`config.mk`:
```
export PLATFORM = sky130hd
export DESIGN_NAME = pong_game_param
export DESIGN_NICKNAME = d
export VERILOG_FILES = /design/src/rtl/pong_pkg.sv /design/src/rtl/pong_game_param_if.sv /design/src/rtl/pong_step_timer.sv /design/src/rtl/pong_game_param.sv
export SDC_FILE = /design/constraint.sdc
export NUM_CORES = 1
export LEC_CHECK = 0
export BUFFER_PORTS_ARGS = -buffer_cell sky130_fd_sc_hd__buf_2
export CORE_ASPECT_RATIO = 1.1
export CORE_MARGIN = 2
export CORE_UTILIZATION = 62
export DETAILED_ROUTE_END_ITERATION = 10
export GPL_TIMING_DRIVEN = 1
export PLACE_DENSITY = 0.88
export SYNTH_ARGS = -nofsm -noshare
export SYNTH_HDL_FRONTEND = slang
export SYNTH_SLANG_ARGS = --single-unit
export TNS_END_PERCENT = 5
```
`constraint.sdc`:
```
create_clock -name clk_game -period 11.1 [get_ports clk_game]
set_clock_uncertainty 0.15 [all_clocks]
set_input_delay 0 -clock clk_game [delete_from_list [all_inputs] [get_ports clk_game]]
set_output_delay 0 -clock clk_game [all_outputs]
set_load 0.01 [all_outputs]
```
`src/rtl/pong_pkg.sv`:
```
// Shared definitions for the parameterised pong game.
//   state_e    : top-level game states
//   side_e     : player side encoding (LEFT=1, RIGHT=0)
//   PER_W      : width of ball-step period and step counter
//                (BASE_PERIOD must fit in PER_W bits)
//   other_side : returns the opposing player
package pong_pkg;

  typedef enum logic [2:0] {
    ST_IDLE   = 3'd0,
    ST_MOVE_R = 3'd1,
    ST_MOVE_L = 3'd2,
    ST_POINT  = 3'd3,
    ST_OVER   = 3'd4
  } state_e;

  typedef enum logic {
    SIDE_RIGHT = 1'b0,
    SIDE_LEFT  = 1'b1
  } side_e;

  localparam int PER_W = 8;

  function automatic side_e other_side(input side_e s);
    if (s == SIDE_LEFT) begin
      return SIDE_RIGHT;
    end else begin
      return SIDE_LEFT;
    end
  endfunction

endpackage

```
`src/rtl/pong_game_param_if.sv`:
```


interface pong_step_if;
  logic                       load;
  logic [pong_pkg::PER_W-1:0] period;
  logic                       step;

  modport master (output load, period, input step);
  modport slave  (input load, period, output step);
endinterface

```
`src/rtl/pong_step_timer.sv`:
```
// Ball step timer: counts clocks since the last load or step and pulses
// step for one clock when the count reaches period clocks.
//   clk_game : clock
//   rst      : synchronous active-low reset
//   tmr      : load (restart count), period (clocks per step), step (pulse)
module pong_step_timer
  import pong_pkg::*;
(
  input logic        clk_game,
  input logic        rst,
  pong_step_if.slave tmr
);

  logic [PER_W-1:0] cnt_q;
  logic [PER_W-1:0] cnt_d;

  // step fires on the period-th clock after a load
  assign tmr.step = (cnt_q == (tmr.period - PER_W'(1)));

  // counter restarts on load or when a step is issued
  always_comb begin
    cnt_d = cnt_q;
    if (tmr.load || tmr.step) begin
      cnt_d = PER_W'(0);
    end else begin
      cnt_d = cnt_q + PER_W'(1);
    end
  end

  // counter register
  always_ff @(posedge clk_game) begin
    if (!rst) begin
      cnt_q <= PER_W'(0);
    end else begin
      cnt_q <= cnt_d;
    end
  end

endmodule

```
`src/rtl/pong_game_param.sv`:
```
// One-dimensional pong on a row of NUM_LEDS LEDs.
//   clk_game, rst (sync, active-low)
//   left_sw, right_sw        : player switches, acted on at rising edges
//   led                      : playfield (ball, point flash, game-over blink)
//   score_left, score_right  : saturating scores
//   game_over, winner        : match finished, 1 = left won
// Ball position: NUM_LEDS+1 = left border, 0 = right border, k lights led[k-1].
module pong_game_param
  import pong_pkg::*;
#(
  parameter int NUM_LEDS    = 16,
  parameter int HIT_W       = 2,
  parameter int SCORE_W     = 4,
  parameter int WIN_SCORE   = 9,
  parameter int BASE_PERIOD = 8,
  parameter int MIN_PERIOD  = 2
) (
  input  logic                clk_game,
  input  logic                rst,
  input  logic                left_sw,
  input  logic                right_sw,
  output logic [NUM_LEDS-1:0] led,
  output logic [SCORE_W-1:0]  score_left,
  output logic [SCORE_W-1:0]  score_right,
  output logic                game_over,
  output logic                winner
);

  localparam int                  POS_W     = $clog2(NUM_LEDS + 2);
  localparam logic [POS_W-1:0]    POS_BL    = POS_W'(NUM_LEDS + 1);
  localparam logic [POS_W-1:0]    POS_BR    = POS_W'(0);
  localparam logic [POS_W-1:0]    POS_ONE   = POS_W'(1);
  localparam logic [POS_W-1:0]    POS_N     = POS_W'(NUM_LEDS);
  localparam logic [POS_W-1:0]    POS_HIT   = POS_W'(HIT_W);
  localparam logic [POS_W-1:0]    POS_LWIN  = POS_W'(NUM_LEDS - HIT_W + 1);
  localparam logic [PER_W-1:0]    BASE_P    = PER_W'(BASE_PERIOD);
  localparam logic [PER_W-1:0]    MIN_P     = PER_W'(MIN_PERIOD);
  localparam logic [SCORE_W-1:0]  WIN_S     = SCORE_W'(WIN_SCORE);
  localparam logic [NUM_LEDS-1:0] LED_R_END = NUM_LEDS'(1);
  localparam logic [NUM_LEDS-1:0] LED_L_END = LED_R_END << (NUM_LEDS - 1);
  localparam logic [NUM_LEDS-1:0] LED_ALL   = {NUM_LEDS{1'b1}};

  // scores stop at the winning value
  function automatic logic [SCORE_W-1:0] sat_inc(input logic [SCORE_W-1:0] s);
    if (s < WIN_S) begin
      return s + SCORE_W'(1);
    end else begin
      return s;
    end
  endfunction

  state_e               state_q, state_d;
  side_e                server_q, server_d;
  side_e                scorer_q, scorer_d;
  logic [POS_W-1:0]     pos_q, pos_d;
  logic [PER_W-1:0]     period_q, period_d;
  logic [SCORE_W-1:0]   score_l_q, score_l_d;
  logic [SCORE_W-1:0]   score_r_q, score_r_d;
  logic                 blink_q, blink_d;
  logic                 left_prev_q, left_prev_d;
  logic                 right_prev_q, right_prev_d;
  logic [NUM_LEDS-1:0]  led_q, led_d;
  logic                 game_over_q, game_over_d;
  logic                 winner_q, winner_d;

  logic                 l_press_s, r_press_s;
  logic                 award_s;
  side_e                award_side_s;
  logic                 on_field_s, right_win_s, left_win_s;
  logic                 step_s;

  pong_step_if step_bus ();

  pong_step_timer u_step_timer (
    .clk_game (clk_game),
    .rst      (rst),
    .tmr      (step_bus)
  );

  // any state change restarts the timer; only rallies use the shrinking period
  assign step_bus.load   = (state_d != state_q);
  assign step_bus.period = ((state_q == ST_MOVE_R) || (state_q == ST_MOVE_L)) ? period_q : BASE_P;
  assign step_s          = step_bus.step;

  assign l_press_s   = left_sw & ~left_prev_q;
  assign r_press_s   = right_sw & ~right_prev_q;
  assign on_field_s  = (pos_q >= POS_ONE) && (pos_q <= POS_N);
  assign right_win_s = (pos_q >= POS_ONE) && (pos_q <= POS_HIT);
  assign left_win_s  = (pos_q >= POS_LWIN) && (pos_q <= POS_N);

  // game state machine: next state, ball, period, scores
  always_comb begin
    state_d      = state_q;
    server_d     = server_q;
    scorer_d     = scorer_q;
    pos_d        = pos_q;
    period_d     = period_q;
    score_l_d    = score_l_q;
    score_r_d    = score_r_q;
    blink_d      = blink_q;
    left_prev_d  = left_sw;
    right_prev_d = right_sw;
    award_s      = 1'b0;
    award_side_s = SIDE_LEFT;

    case (state_q)
      ST_IDLE: begin
        if ((server_q == SIDE_LEFT) && l_press_s) begin
          state_d  = ST_MOVE_R;
          pos_d    = POS_BL;
          period_d = BASE_P;
        end else if ((server_q == SIDE_RIGHT) && r_press_s) begin
          state_d  = ST_MOVE_L;
          pos_d    = POS_BR;
          period_d = BASE_P;
        end else begin
          state_d = ST_IDLE;
        end
      end
      // the border step is taken before a press is honoured, so a press on
      // the arrival clock is a miss
      ST_MOVE_R: begin
        if (step_s && (pos_q == POS_BR)) begin
          award_s      = 1'b1;
          award_side_s = SIDE_LEFT;
        end else if (step_s && (pos_q == POS_ONE)) begin
          pos_d = POS_BR;
        end else if (r_press_s && right_win_s) begin
          state_d  = ST_MOVE_L;
          period_d = (period_q > MIN_P) ? (period_q - PER_W'(1)) : MIN_P;
        end else if (r_press_s && on_field_s) begin
          award_s      = 1'b1;
          award_side_s = SIDE_LEFT;
        end else if (step_s) begin
          pos_d = pos_q - POS_ONE;
        end else begin
          pos_d = pos_q;
        end
      end
      ST_MOVE_L: begin
        if (step_s && (pos_q == POS_BL)) begin
          award_s      = 1'b1;
          award_side_s = SIDE_RIGHT;
        end else if (step_s && (pos_q == POS_N)) begin
          pos_d = POS_BL;
        end else if (l_press_s && left_win_s) begin
          state_d  = ST_MOVE_R;
          period_d = (period_q > MIN_P) ? (period_q - PER_W'(1)) : MIN_P;
        end else if (l_press_s && on_field_s) begin
          award_s      = 1'b1;
          award_side_s = SIDE_RIGHT;
        end else if (step_s) begin
          pos_d = pos_q + POS_ONE;
        end else begin
          pos_d = pos_q;
        end
      end
      ST_POINT: begin
        if (step_s) begin
          if (((scorer_q == SIDE_LEFT) ? score_l_q : score_r_q) == WIN_S) begin
            state_d = ST_OVER;
            blink_d = 1'b1;
          end else begin
            state_d  = ST_IDLE;
            server_d = other_side(scorer_q);
            pos_d    = (other_side(scorer_q) == SIDE_LEFT) ? POS_BL : POS_BR;
          end
        end else begin
          state_d = ST_POINT;
        end
      end
      ST_OVER: begin
        if (step_s) begin
          blink_d = ~blink_q;
        end else begin
          blink_d = blink_q;
        end
      end
      default: begin
        state_d = ST_IDLE;
      end
    endcase

    if (award_s) begin
      state_d  = ST_POINT;
      scorer_d = award_side_s;
      if (award_side_s == SIDE_LEFT) begin
        score_l_d = sat_inc(score_l_q);
      end else begin
        score_r_d = sat_inc(score_r_q);
      end
    end else begin
      scorer_d = scorer_q;
    end
  end

  // output images computed from the next state so outputs track state exactly
  always_comb begin
    led_d       = '0;
    game_over_d = (state_d == ST_OVER);
    winner_d    = (state_d == ST_OVER) && (scorer_d == SIDE_LEFT);
    case (state_d)
      ST_IDLE: begin
        led_d = (server_d == SIDE_LEFT) ? LED_L_END : LED_R_END;
      end
      ST_MOVE_R, ST_MOVE_L: begin
        if ((pos_d >= POS_ONE) && (pos_d <= POS_N)) begin
          led_d = LED_R_END << (pos_d - POS_ONE);
        end else begin
          led_d = {NUM_LEDS{1'b0}};
        end
      end
      ST_POINT: begin
        led_d = LED_ALL;
      end
      ST_OVER: begin
        led_d = blink_d ? LED_ALL : {NUM_LEDS{1'b0}};
      end
      default: begin
        led_d = {NUM_LEDS{1'b0}};
      end
    endcase
  end

  // state and output registers
  always_ff @(posedge clk_game) begin
    if (!rst) begin
      state_q      <= ST_IDLE;
      server_q     <= SIDE_LEFT;
      scorer_q     <= SIDE_LEFT;
      pos_q        <= POS_BL;
      period_q     <= BASE_P;
      score_l_q    <= SCORE_W'(0);
      score_r_q    <= SCORE_W'(0);
      blink_q      <= 1'b0;
      left_prev_q  <= 1'b0;
      right_prev_q <= 1'b0;
      led_q        <= LED_L_END;
      game_over_q  <= 1'b0;
      winner_q     <= 1'b0;
    end else begin
      state_q      <= state_d;
      server_q     <= server_d;
      scorer_q     <= scorer_d;
      pos_q        <= pos_d;
      period_q     <= period_d;
      score_l_q    <= score_l_d;
      score_r_q    <= score_r_d;
      blink_q      <= blink_d;
      left_prev_q  <= left_prev_d;
      right_prev_q <= right_prev_d;
      led_q        <= led_d;
      game_over_q  <= game_over_d;
      winner_q     <= winner_d;
    end
  end

  assign led         = led_q;
  assign score_left  = score_l_q;
  assign score_right = score_r_q;
  assign game_over   = game_over_q;
  assign winner      = winner_q;

endmodule

```
==> Word level (Yosys, flattened, before mapping) <==
Index checks and enable logic that the tools add are counted.
W data, S select, Z words.
{ "op_classes": {"bitwise": 8, "reduce_logical": 26, "n_shift": 1, "n_lt_le_gt_ge": 9, "n_addsub": 8, "n_mux": 70, "eq_ne": 21} }
{ "op_table": {"columns": ["op", "n"], "rows": [
  ["$mux W8", 10],
  ["$mux W5", 15],
  ["$pmux W16 S4", 1],
  ["$mux W16", 3],
  ["$mux W3", 9],
  ["$mux W1", 24],
  ["$pmux W8 S3", 1],
  ["$pmux W5 S4", 1],
  ["$shl A1 B5 Y16 const A", 1],
  ["$sub A8 B1 Y8 const B", 2],
  ["$logic_and A1 B1 Y1", 15],
  ["$pmux W3 S5", 1],
  ["$eq A3 B2 Y1 const B", 4],
  ["$eq A5 B5 Y1 const B", 2],
  ["$ge A5 B1 Y1 const B", 2],
  ["$le A5 B5 Y1 const B", 2],
  ["$sub A5 B1 Y5 const B", 2],
  ["$add A4 B1 Y4 const B", 2],
  ["$add A8 B1 Y8 const B", 1],
  ["$eq A8 B8 Y1", 1],
  ["$gt A8 B2 Y1 const B", 1],
  ["$lt A4 B4 Y1 const B", 2],
  ["$ne A2 B2 Y1 const B", 4],
  ["$reduce_and A8 Y1", 1],
  ["21 further kinds", 36]
]} }
{ "word_totals": {"elab_cells": 157, "inputBits": 4, "regBits": 55, "out_inout_bits": 26} }

==> Depth between registers and ports, before layout <==
Gate-level depths: netlist of the first run.
{ "depth": {"depth_word": 15, "mapped_depth": 17} }

==> By module <==
Synthesis of the first run repeated with hierarchy kept, for this count alone.
{ "hier_totals": {"cells_unflattened": 433, "area_unflattened_um2": 3608.5} }
{ "by_module_without_submodules": {"columns": ["module", "cells_each", "n_inst", "area_per_inst_um2"], "rows": [
  ["pong_game_param", 357, 1, 2984.1],
  ["pong_step_timer", 76, 1, 624.3]
]} }

==> Worst setup path before layout of the first run <==
No wires, ideal clock.
{ "synth_timing": {"path_type": "register to register", "startpoint": "register state_q[0]", "endpoint": "register led_q[1] (netlist: led[1])", "arrival_time_ns": 3.939, "required_time_ns": 10.807, "slack_ns": 6.868, "path_stages_with_launch": 17, "path_cell_list": "dfxtp_1 clkbuf_1 nand2b_1 a21oi_1 nand2_1 ha_1 nor3b_1 a21boi_0 o21a_1 o211ai_1 a211o_1 o21ai_1 o211ai_1 or4_1 nand2_1 buf_2 o31ai_1"} }
{ "synth_via": {"elab_chain_cells": 15, "elab_cells_between_ends": 56} }
{ "synth_rtl": {"columns": ["element", "line_no", "text"], "rows": [
  ["from (decl)", "pong_game_param.sv:52", "state_e state_q, state_d;"],
  ["from (signal assigned)", "pong_game_param.sv:242", "state_q <= state_d;"],
  ["$eq A3 B1 Y1 / $eq A3 B2 Y1 (equally long branches)", "pong_game_param.sv:82, pong_game_param.sv:106", null],
  ["$logic_or A1 B1 Y1", "pong_game_param.sv:82", "assign step_bus.period = ((state_q == ST_MOVE_R) || (state_q == ST_MOVE_L)) ? period_q : BASE_P;"],
  ["$mux W8", "pong_game_param.sv:82", null],
  ["$sub A8 B1 Y8", "pong_step_timer.sv:18", "assign tmr.step = (cnt_q == (tmr.period - PER_W'(1)));"],
  ["$eq A8 B8 Y1", "pong_step_timer.sv:18", null],
  ["$mux W5 (on tied branches)", "pong_game_param.sv:152, pong_game_param.sv:134", null],
  ["$mux W5 (on tied branches)", "pong_game_param.sv:149, pong_game_param.sv:131", null],
  ["$mux W5 (on tied branches)", "pong_game_param.sv:146, pong_game_param.sv:128", null],
  ["$mux W5 (on tied branches)", "pong_game_param.sv:144, pong_game_param.sv:126", null],
  ["$mux W5 (on tied branches)", "pong_game_param.sv:141, pong_game_param.sv:123", null],
  ["$pmux W5 S4", "pong_game_param.sv:106", "case (state_q)"],
  ["$sub A5 B1 Y5, or another cell as far along", "pong_game_param.sv:208", "led_d = LED_R_END << (pos_d - POS_ONE);"],
  ["$shl A1 B5 Y16 / $logic_and A1 B1 Y1 (equally long branches)", "pong_game_param.sv:208, pong_game_param.sv:207", null],
  ["$mux W16", "pong_game_param.sv:207", "if ((pos_d >= POS_ONE) && (pos_d <= POS_N)) begin"],
  ["$pmux W16 S4 (*)", "pong_game_param.sv:202", "case (state_d)"],
  ["to (signal assigned)", "pong_game_param.sv:252", "led_q <= led_d;"],
  ["to (decl)", "pong_game_param.sv:62", "logic [NUM_LEDS-1:0] led_q, led_d;"]
]} }
Mark *: on every way between the ends. The rest lies on a longest branch, timed or not.
A chain may end at the register's enable or synchronous reset.

==> Worst setup path after layout of the first run <==
{ "layout_timing": {"startpoint": "register state_q[1]", "endpoint": "register led_q[13] (netlist: led[13])"} }
Same word-level chain as after synthesis.

==> results of run 1 <==
-- cell usage in the layout, fill, tap and decap left out, drive strengths merged, types with 3 or more instances in the layout --
cell type,count
a211o,4
a21boi,4
a21oi,26
a31oi,9
a32oi,4
and2,7
and3,9
buf,29
clkbuf,6
dfxtp,55
dlygate4sd3,5
ha,13
inv,23
mux2i,5
nand2,48
nand2b,3
nand3,16
nand4,5
nor2,51
nor2b,5
nor3,14
nor3b,6
nor4,5
o2111ai,3
o211ai,5
o21a,7
o21ai,19
o221ai,3
o31ai,16
o41ai,3
or2,4
or3,7
or4,6
xnor2,13
xor2,3
-- layer usage --
metal	track usage [%]	up-vias
met5	0	-
met4	10.7	0
met3	5.70	35
met2	48.7	191
met1	43.2	1615
li1	-	1675
-- logic make-up after synthesis --
logic type	count (synthesis)	share of synthesized area, %
simple gates	190	27.3
compound gates	124	25.5
flops	55	31.6
buf+inv	41	5.18
xor+xnor	16	4.03
fa+ha+maj	13	4.67
mux	6	1.76
-- sequential cells by signal, summed over array words and instances (netlist names) --
signal              count
u_step_timer.cnt_q      8
left_prev_q             1
right_prev_q            1
scorer_q                1
pos_q                   5
blink_q                 1
period_q                8
winner                  1
score_left              4
score_right             4
led                    16
game_over               1
server_q                1
state_q                 3
-- area by class of cell --
class	count	area, sq um	share of cell area, %
Clock inverter	2	16.3	0.433
Multi-Input combinational cell	349	2200	58.5
Clock buffer	6	72.6	1.93
Sequential cell	55	1100	29.3
Inverter	22	82.6	2.20
Timing Repair Buffer	34	195	5.19
Tap cell	75	93.8	2.50
-- power by group through the flow --
stage               Sequential [W]  Clock [W]  Combinational (W)
global route              0.000219   0.000122           0.000137
detailed placement        0.000222          0           0.000116
floorplan                 0.000216          0          0.0000958
CTS                       0.000217   0.000115           0.000119
global placement          0.000221          0           0.000115
finish                    0.000218   0.000116           0.000122
-- critical path, cell delays in order (launching register included) --
cell      delay [ns]
dfxtp_1         0.59
nand2b_1        0.19
a21oi_1         0.59
nand2_1         0.14
ha_1            0.25
nor3b_1         0.17
a21boi_0        0.44
o21a_1          0.21
o211ai_1        0.20
a211oi_4        0.93
a32oi_1         0.28
o21a_1          0.25
or4_1           0.60
nand2_1         0.36
o21ai_0         0.16
-- through the flow --
step	total power (W)	setup slack, ns	hold WS (ns)	area [sq um]
finish	0.000455	5.45	0.357	3760
floorplan	0.000312	6.87	-0.0283	3480
CTS	0.000451	5.60	0.353	3760
global route	0.000477	5.04	0.389	3760
detailed placement	0.000338	5.67	0.0771	3620
global placement	0.000336	5.88	0.0624	3620
-- how the worst max path moves through the flow --
| stage | slack, ns | cells after the start | endpoint | startpoint |
|---|---|---|---|---|
| floorplan | 6.87 | 16 | led[1]$_SDFF_PN0_ | state_q[0]$_SDFF_PN0_ |
| global placement | 5.88 | 14 | period_q[4]$_SDFFE_PN0P_ | state_q[1]$_SDFF_PN0_ |
| detailed placement | 5.67 | 14 | led[13]$_SDFF_PN0_ | state_q[1]$_SDFF_PN0_ |
| CTS | 5.60 | 14 | led[13]$_SDFF_PN0_ | state_q[1]$_SDFF_PN0_ |
| global route | 5.04 | 14 | led[7]$_SDFF_PN0_ | state_q[1]$_SDFF_PN0_ |
| finish | 5.45 | 14 | led[13]$_SDFF_PN0_ | state_q[1]$_SDFF_PN0_ |
==> impl_metrics.yaml, run 1 <==
floorplanning:
  die_h_um: 82.6
  core-area_sq_um: 5400
  initial_utilization_pct: 64.5
  fp-row-count: 28
  dieArea_sq_um: 6230
  die_width_um: 75.4
  ios: 30
clock_tree:
  clock_latency_ns: 0.32
  root_buffer: "clkbuf_8"
  cts_sinks: 55
  post_cts_buffers: 0
  cts_resized: 0
  cts_inserted_buffers: 5
  cts_tree: "done"
  htree_levels: 2
  clockBufferDepth: 2
  clk_pin_slew_worst_paths_ns: 0.11
  cts_hold_buffers: 5
sta:
  final_hold_viol_count: 0
  worst_slew_pin_slew_ns: 1.01
  max_slew_margin_pct: 32.1
  tns_ns: 0
  rsz0062_at_grt: "no"
  period_minus_slack_ns: 5.65
  fmax_ghz: 0.177
  finalCritPeriodShare_pct: 50.9
  setup_viol: 0
  final_max_slew_viol_count: 0
power_and_ir_drop:
  p_switching_w: 0.000160
  ir_drop_mv: 0.0774
  seq_power_share_pct: 47.8
  internal-power_w: 0.000296
  power_frac_comb_pct: 26.8
  p_leak_nw: 1.48
  p_sw_share_pct: 35.1
  p_clk_share_pct: 25.4
  p_per_area_nw_per_um2: 121
cells_and_area:
  finalNonFillerCells: 543
  nNetsFinal: 484
  drive_gt1_share_pct: 11.5
  num_antenna_cells: 0
  area_growth_pct: 8.05
  final_util_pct: 69.7
  n_fill_cell: 452
synthesis:
  seq_area_frac_synth_pct: 31.6
  synth_most_common_cell: "dfxtp_1"
  syn_area_sq_um: 3480
  yosysTopAreaCellShare_pct: 31.6
  netlist_instances: 445
  synthTopCellsByArea: "dfxtp_1 (32%), nor2_1 (5.5%), nand2_1 (5.2%)"
  synth_edf_count: 0
  ys_ff_latch: 55
  yosysWarnings: 0
  synth_top_cell_by_area: "dfxtp_1"
  ys.flop_type: "dfxtp_1"
  ys_top_cells_by_count: "dfxtp_1 (55), nor2_1 (51), nand2_1 (48)"
  syn_nets: 462
  avgSynthCellArea_sq_um: 7.82
  async_flop_share_pct: 0
  synthDistinctLibCells: 66
job:
  drv_cap: 0
run_status:
  status: "finished clean"
setup_path:
  cp-end-kind: "flop"
  ff2ff_path_depth: 14
  worstReg2RegStart: "state_q[1]$_SDFF_PN0_"
  r2r_setup_slack_ns: 5.45
  path_max_fanout: 25
  cp_data_arrival_time_ns: 5.69
  critPathLaunchType: "flop"
  critPathRequiredTime_ns: 11.13
  critPathKind: "flop to flop"
  r2r_end: "led[13]$_SDFF_PN0_"
hold_path:
  min_path_type: "flop to flop"
  min_to: "period_q[7]$_SDFFE_PN0P_"
  min_path_cells: 2
  min-delay-start: "period_q[7]$_SDFFE_PN0P_"
drt:
  wl_met2_um: 4210
  met1_length_um: 4040
  drt-wirelength-per-cell_um: 16.9
  highest_layer: "met4"
  drt-initial-drc-count: 404
  drc: 0
  wl_met3_um: 735
  drtAntennaViolNets: 0
  wirelength_um: 9170
  viasPerCell: 6.48
  vias: 3516
  first_pass_iters: 8
global_routing:
  grt-ovfl-total: 0
  grt_use_total_pct: 31.2
  grt_pass1_vias: 3185
  antenna_found_initial: 0
  grt_max_degree: 26
  grt_pass1_wl_um: 15100
placed_design:
  gp_congestion: 0.970
  port_buffers: 29
  hpwl_um: 6460
  dp.cells: 530
No activity file was read; power rests on OpenSTA's default activity.
==> inputs of run 2 (changes only) <==
--- a/config.mk
+++ b/config.mk
@@ -8,10 +8,10 @@
 export BUFFER_PORTS_ARGS = -buffer_cell sky130_fd_sc_hd__buf_2
 export CORE_ASPECT_RATIO = 1.1
 export CORE_MARGIN = 2
-export CORE_UTILIZATION = 62
+export CORE_UTILIZATION = 54
 export DETAILED_ROUTE_END_ITERATION = 10
 export GPL_TIMING_DRIVEN = 1
-export PLACE_DENSITY = 0.88
+export PLACE_DENSITY = 0.82
 export SYNTH_ARGS = -nofsm -noshare
 export SYNTH_HDL_FRONTEND = slang
 export SYNTH_SLANG_ARGS = --single-unit
==> constraint.sdc (replaced) <==
create_clock -name clk_game -period 4.7 [get_ports clk_game]
set_clock_uncertainty 0.15 [all_clocks]
set_input_delay 0 -clock clk_game [delete_from_list [all_inputs] [get_ports clk_game]]
set_output_delay 0 -clock clk_game [all_outputs]
set_load 0.01 [all_outputs]
==> run 2 against run 1 <==
First-iteration DRC count is 4.7% higher. Critical path depth is 2 higher. Final cell count is 2.8% higher. Total power is 140% higher. Cell area is 3.3% higher. Combinational power is 150% higher. Core utilization is 7.0 points lower. Fmax is 28% higher. Register-to-register slack worse by 5.1 ns. Global-route usage is 3.3 points lower.
==> impl_metrics.yaml, run 2 (synthesis gave the netlist of run 1 again) <==
sta:
  rsz0062_at_grt: "no"
  whs_ns: 0.357
  final_hold_viol_count: 0
  tns_ns: 0
  worst_slew_pin_slew_ns: 0.966
  finalCritPeriodShare_pct: 93.7
  setup_viol: 0
  final_max_slew_viol_count: 0
  fmax_ghz: 0.227
  max_slew_margin_pct: 34.8
  period_minus_slack_ns: 4.40
setup_path:
  critPathLaunchType: "flop"
  path_delay_family: "simple AND/OR/NAND/NOR gates"
  cp_data_arrival_time_ns: 4.51
  critPathRequiredTime_ns: 4.80
  cp-end-kind: "flop"
  critPathMaxStageDelay_ns: 0.52
  path_max_fanout: 14
  worstPathCellList: "nand2b_1 -> a21oi_2 -> nand2_1 -> ha_1 -> nor3b_2 -> nor3b_4 -> o2111ai_1 -> a2bb2oi_2 -> a211oi_4 -> buf_12 -> buf_4 -> a31oi_1 -> a21bo_2 -> or3_4 -> or4_1 -> a21oi_1"
  worst_path_max_delay_cell: "or4_1"
  crit_buf_inv: 2
  path_depth: 16
  ff2ff_path_depth: 16
  critPathKind: "flop to flop"
floorplanning:
  ios: 30
  initial_utilization_pct: 56.2
  dieArea_sq_um: 7100
  die_h_um: 88.2
  die_width_um: 80.5
  fp-row-count: 30
  core-area_sq_um: 6190
drt:
  drtAntennaViolNets: 0
  wl_met2_um: 4220
  drt-wirelength-per-cell_um: 16.7
  first_pass_iters: 5
  drc: 0
  drt-initial-drc-count: 423
  highest_layer: "met4"
  wl_met3_um: 643
  wirelength_um: 9340
  viasPerCell: 6.28
  vias: 3503
  met1_length_um: 4170
power_and_ir_drop:
  p_leak_nw: 1.54
  p_clk_share_pct: 25.3
  p_sw_share_pct: 35.1
  power_frac_comb_pct: 27.5
  p_per_area_nw_per_um2: 280
  p_switching_w: 0.000382
  ir_drop_mv: 0.226
  internal-power_w: 0.000706
  seq_power_share_pct: 47.2
clock_tree:
  clockBufferDepth: 2
  root_buffer: "clkbuf_8"
  clk_pin_slew_worst_paths_ns: 0.11
  cts_inserted_buffers: 5
  cts_sinks: 55
  clock_latency_ns: 0.32
  htree_levels: 2
  cts_tree: "done"
global_routing:
  grt-ovfl-total: 0
  grt_max_degree: 26
  grt_pass1_vias: 3316
  grt_pass1_wl_um: 15800
  antenna_found_initial: 0
  grt_use_total_pct: 27.9
cells_and_area:
  n_fill_cell: 531
  finalNonFillerCells: 558
  seq_area_sq_um: 1100
  final_common_cell: "dfxtp_1"
  num_antenna_cells: 0
  area_growth_pct: 11.6
  drive_gt1_share_pct: 14.6
  final_cell_mix: "dfxtp_1 (55), nor2_1 (51), nand2_1 (47), buf_2 (29), a21oi_1 (25)"
  largest_register_ffs: 16
  nNetsFinal: 494
  multi_input_area_sq_um: 2230
placed_design:
  gp_congestion: 0.912
  port_buffers: 29
  dp.cells: 542
  hpwl_um: 6930
hold_path:
  min_path_cells: 1
  min_path_type: "flop to flop"
run_status:
  status: "finished clean"
job:
  drv_cap: 0
-- run 2: final timing paths --
kind | to | start | slack [ns]
setup reg to reg | period_q[4]$_SDFFE_PN0P_ | state_q[0]$_SDFF_PN0_ | 0.30
setup / recovery | period_q[4]$_SDFFE_PN0P_ | state_q[0]$_SDFF_PN0_ | 0.30
hold reg to reg | u_step_timer.cnt_q[0]$_SDFF_PP0_ | u_step_timer.cnt_q[0]$_SDFF_PP0_ | 0.36
hold / removal | u_step_timer.cnt_q[0]$_SDFF_PP0_ | u_step_timer.cnt_q[0]$_SDFF_PP0_ | 0.36
-- run 2: repair_timing --
| action | in CTS | in global routing |
|---|---|---|
| endpoints found under the hold margin | 11 | 0 |
| setup endpoints to repair | 21 | 32 |
| hold buffers | 5 | 0 |
| resized for setup | 1 | 6 |
| pin swaps | 1 | 2 |
| buffers inserted | 0 | 3 |
-- run 2: power by group through the flow --
| stage | registers [W] | logic (W) | clock network, W |
|---|---|---|---|
| floorplan | 0.000511 | 0.000226 | 0 |
| global placement | 0.000521 | 0.000285 | 0 |
| detailed placement | 0.000522 | 0.000285 | 0 |
| CTS | 0.000512 | 0.000290 | 0.000279 |
| global route | 0.000517 | 0.000335 | 0.000296 |
| finish | 0.000513 | 0.000300 | 0.000275 |
-- run 2: per-stage QoR --
step	util [%]	worst slack (ns)	total power (W)	area, sq um
after floorplan	-	0.468	0.000737	3480
after global placement	59.4	0.0969	0.000807	3680
after detailed placement	59.4	-0.0506	0.000807	3680
after CTS	61.7	0.0323	0.00108	3820
after global routing	62.7	0.0221	0.00115	3880
final	62.7	0.298	0.00109	3880
-- run 2: cell type report --
class | count | share of cell area (%)
clock buffers | 5 | 1.77
repair buffers | 44 | 7.28
clock inverters | 3 | 0.580
multi-input cells | 349 | 57.3
inverters | 22 | 2.13
flip-flops and latches | 55 | 28.4
well taps | 80 | 2.58
-- run 2: metal layers --
| metal | global-route usage, % | vias to the layer above |
|---|---|---|
| li1 | - | 1685 |
| met1 | 37.1 | 1618 |
| met2 | 44.4 | 167 |
| met3 | 4.85 | 33 |
| met4 | 12.3 | 0 |
| met5 | 0 | - |
==> inputs of run 3 (changes only) <==
--- a/config.mk
+++ b/config.mk
@@ -5,7 +5,7 @@
 export SDC_FILE = /design/constraint.sdc
 export NUM_CORES = 1
 export LEC_CHECK = 0
-export BUFFER_PORTS_ARGS = -buffer_cell sky130_fd_sc_hd__buf_2
+export BUFFER_PORTS_ARGS = -buffer_cell sky130_fd_sc_hd__buf_4
 export CORE_ASPECT_RATIO = 1.1
 export CORE_MARGIN = 2
 export CORE_UTILIZATION = 54
==> run 3 against run 2 <==
Register-to-register slack got worse by 0.06 ns. Sequential share of layout area decreased by 0.41 points. Wire length increased by 0.13%. Critical endpoint unchanged.
==> impl_metrics.yaml, run 3 (synthesis gave the netlist of run 1 again) <==
placed_design:
  hpwl_um: 6830
  port_buffers: 29
  dp.cells: 543
  gp_congestion: 0.936
  place_ws_ns: -0.0100
floorplanning:
  core-area_sq_um: 6190
  initial_utilization_pct: 56.2
  die_width_um: 80.5
  dieArea_sq_um: 7100
  fp-row-count: 30
  die_h_um: 88.2
  ios: 30
clock_tree:
  clk_pin_slew_worst_paths_ns: 0.10
  clockBufferDepth: 2
  root_buffer: "clkbuf_8"
  clock_latency_ns: 0.32
  htree_levels: 2
  cts_sinks: 55
  cts_tree: "done"
  cts_inserted_buffers: 5
sta:
  final_max_slew_viol_count: 0
  whs_ns: 0.363
  max_slew_margin_pct: 37.6
  period_minus_slack_ns: 4.46
  finalCritPeriodShare_pct: 94.9
  setup_viol: 0
  fmax_ghz: 0.224
  worst_slew_pin_slew_ns: 0.924
  layout_setup_ws_ns: 0.242
  final_hold_viol_count: 0
drt:
  drc: 0
  drtAntennaViolNets: 0
  vias: 3525
  first_pass_iters: 5
  drt-wirelength-per-cell_um: 16.8
  viasPerCell: 6.32
  wirelength_um: 9350
  drt-initial-drc-count: 395
setup_path:
  cp_data_arrival_time_ns: 4.56
  critPathCapture: "period_q[4]$_SDFFE_PN0P_"
  r2r_end: "period_q[4]$_SDFFE_PN0P_"
  r2r_setup_slack_ns: 0.24
  worstPathCellList: "nand2b_1 -> a21oi_2 -> nand2_1 -> ha_1 -> nor3b_2 -> nor3b_4 -> nor3_1 -> o211ai_1 -> a211oi_4 -> buf_4 -> buf_4 -> a31oi_1 -> a21bo_2 -> or3_4 -> or4_1 -> a21oi_1"
  critPathLaunchType: "flop"
  crit_path_frequent_cell: "buf_4"
  ff2ff_path_depth: 16
  setup.worst_path.start: "state_q[0]$_SDFF_PN0_"
  cp-end-kind: "flop"
  path_max_fanout: 14
  critPathMaxStageDelay_ns: 0.51
  worst_path_max_delay_cell: "or4_1"
  critPathKind: "flop to flop"
  worstReg2RegStart: "state_q[0]$_SDFF_PN0_"
  critPathRequiredTime_ns: 4.80
cells_and_area:
  area_growth_pct: 13.3
  num_antenna_cells: 0
  finalNonFillerCells: 558
  multi_input_area_sq_um: 2230
  largest_register_ffs: 16
  final_cell_mix: "dfxtp_1 (55), nor2_1 (51), nand2_1 (47), buf_4 (39), a21oi_1 (25)"
  final_common_cell: "dfxtp_1"
  seq_area_sq_um: 1100
  n_fill_cell: 529
  drive_gt1_share_pct: 14.4
  nNetsFinal: 494
run_status:
  status: "finished clean"
global_routing:
  grt_use_total_pct: 27.2
  grt-ovfl-total: 0
  grt_pass1_wl_um: 15300
  antenna_found_initial: 0
  grt_max_degree: 26
  grt_pass1_vias: 3196
power_and_ir_drop:
  p_per_area_nw_per_um2: 277
  p_leak_nw: 1.53
  ir_drop_mv: 0.242
hold_path:
  min-delay-start: "rst"
  min_path_type: "primary input to flop"
job:
  drv_cap: 0
-- run 3: changes by cell type in the layout (fill, tap and decap cells not counted) --
| cell | delta |
|---|---|
| buf_4 | +30 |
| buf_12 | -1 |
| inv_6 | -1 |
| clkbuf_1 | +1 |
| buf_2 | -29 |
| clkinv_2 | -1 |
| clkinvlp_4 | +1 |
-- run 3: worst min-delay path by stage --
stage	slack, ns	cells after the start	end
5_1_grt	0.37	3	pos_q[0]$_SDFF_PN1_
3_5_place_dp	0.06	2	right_prev_q$_SDFF_PN0_
6_report	0.36	3	pos_q[4]$_SDFF_PN1_
2_1_floorplan	-0.03	1	left_prev_q$_SDFF_PN0_
3_3_place_gp	0.06	2	right_prev_q$_SDFF_PN0_
4_1_cts	0.35	3	pos_q[4]$_SDFF_PN1_
-- run 3: layout make-up --
| class | count | area share [%] |
|---|---|---|
| Multi-Input combinational cell | 349 | 56.5 |
| Sequential cell | 55 | 27.9 |
| Timing Repair Buffer | 44 | 8.70 |
| Tap cell | 80 | 2.54 |
| Inverter | 22 | 2.10 |
| Clock buffer | 6 | 1.84 |
| Clock inverter | 2 | 0.413 |
-- run 3: worst max-delay path, delay by kind of cell (launching register included) --
family,cells,cell delay [ns]
AOI/OAI and AO/OA,6,1.20
buffers and inverters,2,0.37
and+or+nand+nor,7,1.99
adders and majority gates,1,0.19
DFF,1,0.49
-- run 3: per-stage QoR --
step / utilization [%] / setup TNS [ns] / instance area [sq um] / power [W]
final: 63.6 / 0 / 3940 / 0.00109
after global placement: 60.7 / 0 / 3760 / 0.000810
after floorplan: - / 0 / 3480 / 0.000737
after global routing: 63.6 / -0.0121 / 3940 / 0.00114
after detailed placement: 60.7 / -0.0100 / 3760 / 0.000810
after CTS: 62.9 / 0 / 3900 / 0.00108
-- run 3: repair_timing --
action	4_1_cts	5_1_grt
endpoints found under the setup margin	1	26
pin swaps	0	1
resized for setup	1	6
hold buffers	5	0
setup buffers	0	2
hold endpoints to repair	14	0
-- run 3: power by group --
part	internal, W	leakage [nW]	total (W)	switching [W]
registers	0.000486	0.445	0.000514	0.0000281
clock network	0.000108	0.0418	0.000271	0.000164
logic	0.000116	1.05	0.000305	0.000189
total	0.000710	1.53	0.00109	0.000381
-- run 3: metal layers --
layer  routed length [um]  GRT usage [%]  vias to the layer above
met5                    0              0                        -
met4                  325           11.9                        0
met3                  785           5.36                       40
met2                 4110           41.6                      177
met1                 4130           37.2                     1623
li1                     -              -                     1685
